--- config.mk ---
export PLATFORM = sky130hd
export DESIGN_NAME = pong_game_ctrl
export DESIGN_NICKNAME = d
export VERILOG_FILES = /design/src/rtl/pong_pkg.sv /design/src/rtl/pong_tick_gen.sv /design/src/rtl/pong_game_ctrl.sv
export SDC_FILE = /design/constraint.sdc
export NUM_CORES = 1
export LEC_CHECK = 0
export CORE_ASPECT_RATIO = 1.4
export CORE_MARGIN = 4
export CORE_UTILIZATION = 40
export DETAILED_ROUTE_END_ITERATION = 8
export PLACE_DENSITY = 0.59
export SYNTH_ARGS = -nofsm -noshare
export SYNTH_HDL_FRONTEND = slang
export SYNTH_SLANG_ARGS = --single-unit
export TNS_END_PERCENT = 5
--- constraint.sdc ---
create_clock -name clk -period 3.8 [get_ports clk]
set_clock_uncertainty 0.05 [all_clocks]
set_input_delay 0.57 -clock clk [delete_from_list [all_inputs] [get_ports clk]]
set_output_delay 0.57 -clock clk [all_outputs]
set_load 0.02 [all_outputs]
--- src/rtl/pong_pkg.sv ---
// Shared definitions for the pong game-flow controller: state encoding,
// default score width and serve direction constants.
package pong_pkg;

   localparam int SCORE_W = 4;

   typedef enum logic [1:0] {
      ST_IDLE  = 2'b00,
      ST_SERVE = 2'b01,
      ST_PLAY  = 2'b10,
      ST_OVER  = 2'b11
   } state_t;

   localparam logic DIR_LEFT  = 1'b0;
   localparam logic DIR_RIGHT = 1'b1;

endpackage

--- src/rtl/pong_tick_gen.sv ---
// Free-running prescaler: counts 0..TICK_DIV-1 and flags the last count as
// the physics tick.
module pong_tick_gen #(
   parameter int TICK_DIV = 1_000_000
) (
   input  logic clk,
   input  logic rst,
   output logic tick
);

   localparam int CNT_W = (TICK_DIV > 2) ? $clog2(TICK_DIV) : 1;
   localparam logic [CNT_W-1:0] CNT_MAX = CNT_W'(TICK_DIV - 1);

   logic [CNT_W-1:0] cnt;

   always_ff @(posedge clk) begin
      if (rst)
         cnt <= '0;
      else if (cnt == CNT_MAX)
         cnt <= '0;
      else
         cnt <= cnt + 1'b1;
   end

   assign tick = (cnt == CNT_MAX);

endmodule

--- src/rtl/pong_game_ctrl.sv ---
// Pong game-flow sequencer: IDLE/SERVE/PLAY/OVER, physics tick gating,
// score keeping and ball re-centre requests.
module pong_game_ctrl #(
   parameter int TICK_DIV    = 1_000_000,
   parameter int SERVE_DELAY = 60,
   parameter int WIN_SCORE   = 9,
   parameter int SCORE_W     = pong_pkg::SCORE_W
) (
   input  logic               clk,
   input  logic               rst,
   input  logic               start_btn,
   input  logic               miss_l,
   input  logic               miss_r,
   output logic               physics_en,
   output logic               ball_reset,
   output logic               serve_dir,
   output logic [SCORE_W-1:0] score_l,
   output logic [SCORE_W-1:0] score_r,
   output logic [1:0]         game_state,
   output logic               winner
);

   import pong_pkg::*;

   localparam int SRV_W = (SERVE_DELAY > 1) ? $clog2(SERVE_DELAY + 1) : 1;
   localparam logic [SRV_W-1:0]   SRV_LAST = SRV_W'(SERVE_DELAY - 1);
   localparam logic [SCORE_W-1:0] WIN_S    = SCORE_W'(WIN_SCORE);

   state_t             state, state_d;
   logic               tick;
   logic               start_q, start_edge;
   logic [SRV_W-1:0]   serve_cnt, serve_cnt_d;
   logic [SCORE_W-1:0] score_l_d, score_r_d, score_l_inc, score_r_inc;
   logic               winner_d, serve_dir_d, ball_reset_d, physics_en_d;

   pong_tick_gen #(
      .TICK_DIV (TICK_DIV)
   ) u_tick_gen (
      .clk  (clk),
      .rst  (rst),
      .tick (tick)
   );

   assign start_edge  = start_btn & ~start_q;
   assign score_l_inc = score_l + 1'b1;
   assign score_r_inc = score_r + 1'b1;

   always_comb begin
      state_d      = state;
      serve_cnt_d  = serve_cnt;
      score_l_d    = score_l;
      score_r_d    = score_r;
      winner_d     = winner;
      serve_dir_d  = serve_dir;
      ball_reset_d = 1'b0;
      physics_en_d = 1'b0;
      case (state)
         ST_IDLE: begin
            if (start_edge) begin
               state_d      = ST_SERVE;
               serve_cnt_d  = '0;
               score_l_d    = '0;
               score_r_d    = '0;
               winner_d     = 1'b0;
               serve_dir_d  = DIR_RIGHT;
               ball_reset_d = 1'b1;
            end
         end
         ST_SERVE: begin
            if (tick) begin
               if (serve_cnt == SRV_LAST)
                  state_d = ST_PLAY;
               else
                  serve_cnt_d = serve_cnt + 1'b1;
            end
         end
         ST_PLAY: begin
            // A miss suppresses the tick so physics_en never coincides with ball_reset
            if (miss_l && miss_r) begin
               state_d      = ST_SERVE;
               serve_cnt_d  = '0;
               ball_reset_d = 1'b1;
            end else if (miss_l) begin
               score_r_d = score_r_inc;
               if (score_r_inc == WIN_S) begin
                  state_d  = ST_OVER;
                  winner_d = 1'b1;
               end else begin
                  state_d      = ST_SERVE;
                  serve_cnt_d  = '0;
                  serve_dir_d  = DIR_LEFT;
                  ball_reset_d = 1'b1;
               end
            end else if (miss_r) begin
               score_l_d = score_l_inc;
               if (score_l_inc == WIN_S) begin
                  state_d  = ST_OVER;
                  winner_d = 1'b0;
               end else begin
                  state_d      = ST_SERVE;
                  serve_cnt_d  = '0;
                  serve_dir_d  = DIR_RIGHT;
                  ball_reset_d = 1'b1;
               end
            end else begin
               physics_en_d = tick;
            end
         end
         ST_OVER: begin
            if (start_edge)
               state_d = ST_IDLE;
         end
         default: state_d = ST_IDLE;
      endcase
   end

   // start_q resets high so a button held through reset is not seen as a press
   always_ff @(posedge clk) begin
      if (rst) begin
         state      <= ST_IDLE;
         start_q    <= 1'b1;
         serve_cnt  <= '0;
         score_l    <= '0;
         score_r    <= '0;
         winner     <= 1'b0;
         serve_dir  <= 1'b0;
         ball_reset <= 1'b0;
         physics_en <= 1'b0;
      end else begin
         state      <= state_d;
         start_q    <= start_btn;
         serve_cnt  <= serve_cnt_d;
         score_l    <= score_l_d;
         score_r    <= score_r_d;
         winner     <= winner_d;
         serve_dir  <= serve_dir_d;
         ball_reset <= ball_reset_d;
         physics_en <= physics_en_d;
      end
   end

   assign game_state = state;

endmodule
# After elaboration in Yosys (flattened, before gate mapping)
# Cells that the tools add are included.
# word_totals
reg_bits	41
latch_bits	0
mem_bits_rw	0
mem_bits_ro	0
inputBits	5
out_inout_bits	14
mem_count	0
# op_classes
n_addsub	4
n_mul	0
div_mod_pow	0
n_lt_le_gt_ge	0
n_eq_ne	24
shift	0
mux	48
bitwise_logic	3
n_reduce_logical	12
# op_table
cell	count
$mux W6	8
$mux W4	6
$add A20 B1 Y20 const B	1
$eq A20 B20 Y1 const B	1
$mux W1	18
$mux W2	9
$ne A2 B2 Y1 const B	9
$pmux W6 S3	1
$pmux W4 S2	2
$ne A3 B3 Y1 const B	5
$ne A4 B4 Y1 const B	3
$reduce_and A6 Y1	2
$reduce_and A5 Y1	2
$add A4 B1 Y4 const B	2
$eq A4 B4 Y1 const B	2
$pmux W2 S4	1
$reduce_and A7 Y1	1
$add A6 B1 Y6 const B	1
$eq A6 B6 Y1 const B	1
$pmux W1 S2	3
$reduce_or A5 Y1	1
$eq A2 B2 Y1 const B	2
$reduce_and A4 Y1	1
$reduce_bool A3 Y1	1
other kinds (7)	8

# Depth between registers and ports, before layout
# depth
word_depth	7
mapped_depth	6
ltp_nobuf	6

# Cells and area by module
# Synthesis repeated with hierarchy kept, for this count alone.
# hier_totals
hier_cells	262
area_unflattened_um2	2204.6
# modules_own_cells
mod	instances	cells_per_inst	area_per_inst_um2
pong_game_ctrl	1	158	1266.2
pong_tick_gen	1	104	938.4

# Worst setup path before layout
# No wires, ideal clock.
# synth_timing
kind	register to register
from	register score_l[1]
to	register serve_cnt[3]
setup_ps	101
t_arrival_ps	1862
slack_ps	1787
path_stages_with_launch	7
n_path_buf	0
synth_period_minus_slack_ps	2013
cell_sequence	dfxtp_1 ha_1 xor2_1 nor3b_1 a22o_1 or2_1 o41ai_1
# synth_between
elab_chain_cells	4
# synth_lines
item	line	source
start: declaration	pong_game_ctrl.sv:17	output logic [SCORE_W-1:0] score_l,
start signal: assignment	pong_game_ctrl.sv:133	score_l <= score_l_d;
$add A4 B1 Y4	pong_game_ctrl.sv:45	assign score_l_inc = score_l + 1'b1;
$eq A4 B4 Y1	pong_game_ctrl.sv:96	if (score_l_inc == WIN_S) begin
$ne A4 B4 Y1 (no line)	n/a	
$reduce_and A7 Y1 (no line)	n/a	
end signal: assignment	pong_game_ctrl.sv:132	serve_cnt <= serve_cnt_d;
end: declaration	pong_game_ctrl.sv:32	logic [SRV_W-1:0] serve_cnt, serve_cnt_d;
# Every way passes these cells.
# A chain may end at the register's enable or synchronous reset.

# Final worst setup path
# layout_timing
from	input port miss_r
to	register serve_cnt[3]
# layout_between
elab_chain_cells	3
# layout_lines
item	line	source
start: declaration	pong_game_ctrl.sv:13	input logic miss_r,
$logic_and A1 B1 Y1	pong_game_ctrl.sv:79	if (miss_l && miss_r) begin
$ne A4 B4 Y1 (no line) / $mux W6 (equally long branches)	n/a	
$reduce_and A7 Y1 (no line) / $pmux W6 S3 (equally long branches)	n/a	
# Parallel ways exist; a longest one is shown, timed or not.

==> summary.txt <==
Final layout
  – Area growth, synth to finish: 14.23%
  – Nets@finish: 296
  – Total non-filler cell area in the finished layout: ~2500 sq um
  – Leading cell type in the layout, fill and taps excluded: sky130_fd_sc_hd__dfxtp_1
  – Most frequent cells in the layout: 41 x sky130_fd_sc_hd__dfxtp_1, 37 x sky130_fd_sc_hd__nor2_1, 20 x sky130_fd_sc_hd__nand2_1, 18 x sky130_fd_sc_hd__clkdlybuf4s50_1, 16 x sky130_fd_sc_hd__nand3_1
  – Layout cells sized above 1: ~6.3%
  – Diode count: 0

Critical path
  – Critical Setup Path Class: input port to flip-flop
  – Crit. End Element: flip-flop
  – Count of cell instances traversed by the critical path: 6
  – Length in cells of the worst reg-to-reg path: 5
  – Source of the worst register-to-register timing path: game_state[1]
  – Cell Chain, Critical Path: clkdlybuf4s50_1, or3b_2, o211ai_1, a22o_1, or2_1, o41ai_1
  – Reg-to-reg critical path endpoint: serve_cnt[1]
  – CP Launch Type: input port
  – Critical path required time: 3930 ps
  – CP top delay family: compound AO/OA/AOI/OAI gates
  – Crit path DAT: between 2000 and 2500 ps
  – Buffers plus inverters on the worst setup path: 1
  – Slowest Stage Delay on Critical Path: 670 ps
  – Critical path startpoint: miss_r
  – Maximum fanout along the worst path: 9
  – Flop2flop setup slack: 1540 ps
  – Slowest cell on the critical path: sky130_fd_sc_hd__clkdlybuf4s50_1
  – Setup crit end: serve_cnt[3]

Global route
  – First-pass GRT wire length: between 8 and 9 mm
  – Grt total ovfl: 0
  – Vias in the first global route: 1841
  – Largest net degree at the start of global routing: 20
  – Overall track demand over capacity in global routing: 14.79%
  – Antenna violations before repair: 0

Die
  – Row count: 31
  – Die Span X: 70.91 um
  – Vert. Die Dim: 96.07 um
  – Number of primary I/O pins: 19
  – Area of the core: 5275 sq um
  – Full die area: 6811 sq um
  – Initial cell density of the core: 42.01%

Timing
  – Tcrit/Tclk final: 61.79%
  – Setup_tns: 0 ps
  – Hold violation count in the final report: 0
  – Total setup violations reported at the end of the flow: 0
  – Max-Slew Margin vs Limit: between 50% and 60%
  – Unrepaired setup endpoints after global routing: false
  – Time the worst path needs with I/O delays and setup: roughly 2300 ps
  – Highest clock frequency the design can meet: 425.9 MHz
  – Number of slew-limit violations in the final report: 0
  – Transition time of the tightest slew-check pin: between 600 and 700 ps

Synth
  – Synth async-reset ratio: 0%
  – Count of state elements after synthesis: 41
  – Total standard cell area after synthesis: 2216 sq um
  – Number of instances in the synthesized netlist: 267
  – Distinct cells, synth: 51
  – Count of flip-flops with a built-in enable after synthesis: 0
  – Post-Synthesis Mean Instance Area: 8.299 sq um
  – Commonest register cell after synthesis: sky130_fd_sc_hd__dfxtp_1
  – Ys Warns: 0
  – Net Count, Synth: 278
  – Fraction of the yosys area taken by sequential cells: 37.04%

Place
  – Placed wire-length estimate after detailed placement: 3.537 mm
  – Final weighted congestion in routability-driven placement: between 0.8 and 0.9
  – Placed cell areas: 2449 sq um
  – Port Buffer Count: 18

Clocking
  – Clock sinks: 41
  – Number of CTS-inserted buffers: 5
  – Clock Root Buffer: sky130_fd_sc_hd__clkbuf_8
  – Insertion delay to the later sink of the worst-skew pair: around 280 ps
  – Clock Path Buffers: 2
  – Number of buffers inserted to repair setup after CTS: 0
  – Hold bufs inserted after CTS: 0
  – CTS tree: built
  – H-tree levels: 2
  – PostCTS Resize Cnt: 0
  – Clock edge transition at the registers on the reported setup and hold paths: around 80 ps

Power
  – Static power due to leakage: 0.8675 nW
  – Maximum resistive drop on vdd: ~180 uV
  – Total power density per cell area: 299.0 nW/um^2

Routing
  – Post-route ant nets: 0
  – Number of vias after detailed routing: between 1500 and 2000
  – Routed via count divided by cell count: approximately 5.4
  – DRC violation total after the first TritonRoute iteration: 46
  – TritonRoute pass-1 iters: 4
  – DRC violation count after routing: 0
  – Average routed wire per standard cell: between 10 and 15 um
  – Detailed-route wire length: 4.770 mm

Hold path
  – Launch instance of the worst min-delay path: serve_dir
  – Worst hold path class: flip-flop to flip-flop

Run
  – Number of max-capacitance violations reported: 0

Run status
  – Result of the run: finished clean
[power breakdown]
part / switching (W) / total, W / internal (W)
logic: 0.0000267 / 0.0000443 / 0.0000176
registers: 0.00000516 / 0.000439 / 0.000434
clock network: 0.000146 / 0.000274 / 0.000127
total: 0.000178 / 0.000757 / 0.000579
[flip-flops by register name, summed over array words and instances, names as in the netlist]
register	cells
u_tick_gen.cnt	20
score_l	4
start_q	1
ball_reset	1
score_r	4
serve_dir	1
winner	1
game_state	2
physics_en	1
serve_cnt	6
[cells by family (layout without fill, tap and decap cells)]
logic type / after synthesis / after routing / share of synthesized area (%)
simple gates: 128 / 128 / 31.00
compound gates: 51 / 51 / 16.21
flops: 41 / 41 / 37.04
xor+xnor: 20 / 20 / 7.905
buf+inv: 19 / 38 / 3.557
fa+ha+maj: 6 / 6 / 3.388
mux: 2 / 2 / 0.9035
[cell type report]
type                            instances  area (sq um)
Clock inverter                          2         10.01
Tap cell                               66         82.58
Timing Repair Buffer                   19         187.7
Sequential cell                        41         820.8
Clock buffer                            6         72.57
Inverter                               11         41.29
Fill cell                             546          2744
Multi-Input combinational cell        207          1316
[worst min path at each step]
stage                   endpoint  slack, ps  cells after the start
detailed placement     serve_dir        410                      2
floorplan           serve_cnt[5]        380                      1
finish                 serve_dir        420                      2
global route        serve_cnt[5]        460                      1
CTS                    serve_dir        420                      2
global placement    serve_cnt[5]        410                      1
[metal layers]
metal / routed length, um / up-vias / track usage [%]
li1: - / 978 / -
met1: 2144 / 887 / 16.60
met2: 2502 / 22 / 28.33
met3: 88 / 4 / 2.508
met4: 35 / 0 / 4.232
met5: 0 / - / 0
[Yosys cell counts (2+ instances only)]
cell	number	area share (%)
sky130_fd_sc_hd__nor2_1	37	6.3
sky130_fd_sc_hd__nand2_1	20	3.4
sky130_fd_sc_hd__a21oi_1	14	3.2
sky130_fd_sc_hd__nor2b_1	6	1.7
sky130_fd_sc_hd__nand3_1	16	3.6
sky130_fd_sc_hd__a31oi_1	3	0.85
sky130_fd_sc_hd__or3b_2	4	1.6
sky130_fd_sc_hd__and4_1	2	0.79
sky130_fd_sc_hd__nand3b_1	6	2.0
sky130_fd_sc_hd__o21ai_0	9	2.0
sky130_fd_sc_hd__nand4_1	3	0.85
sky130_fd_sc_hd__dfxtp_1	41	37
sky130_fd_sc_hd__o211ai_1	2	0.68
sky130_fd_sc_hd__and2b_1	2	0.68
sky130_fd_sc_hd__and2_1	3	0.85
sky130_fd_sc_hd__nor3b_1	3	1.0
sky130_fd_sc_hd__and3_1	6	1.7
sky130_fd_sc_hd__xnor2_1	14	5.5
sky130_fd_sc_hd__o41ai_1	7	2.8
sky130_fd_sc_hd__o31ai_1	3	1.0
sky130_fd_sc_hd__buf_2	3	0.68
sky130_fd_sc_hd__nor3_1	7	1.6
sky130_fd_sc_hd__ha_1	6	3.4
sky130_fd_sc_hd__xor2_1	6	2.4
sky130_fd_sc_hd__a21o_1	3	1.0
sky130_fd_sc_hd__nand2b_1	2	0.56
sky130_fd_sc_hd__clkbuf_1	4	0.68
sky130_fd_sc_hd__inv_1	11	1.9
sky130_fd_sc_hd__mux2i_1	2	0.90
[tightest hold or removal path, delay by kind of cell (launching register included)]
kind            cells  cell delay (ps)
flops               1              310
compound gates      2              110
[per-stage QoR]
stage / setup slack [ps] / cells / total power, W / utilization (%) / hold slack (ps)
finish: 1452 / 352 / 0.0007568 / 47.98 / 416.2
global route: 1341 / 352 / 0.0007900 / 47.98 / 457.7
CTS: 1458 / 352 / 0.0007714 / 47.98 / 422.6
detailed placement: 1156 / 344 / 0.0004941 / 46.42 / 412.3
global placement: 1196 / 344 / 0.0004937 / 46.42 / 414.2
floorplan: 1787 / 267 / 0.0004791 / - / 382.7
No activity file was read; power rests on OpenSTA's default activity.
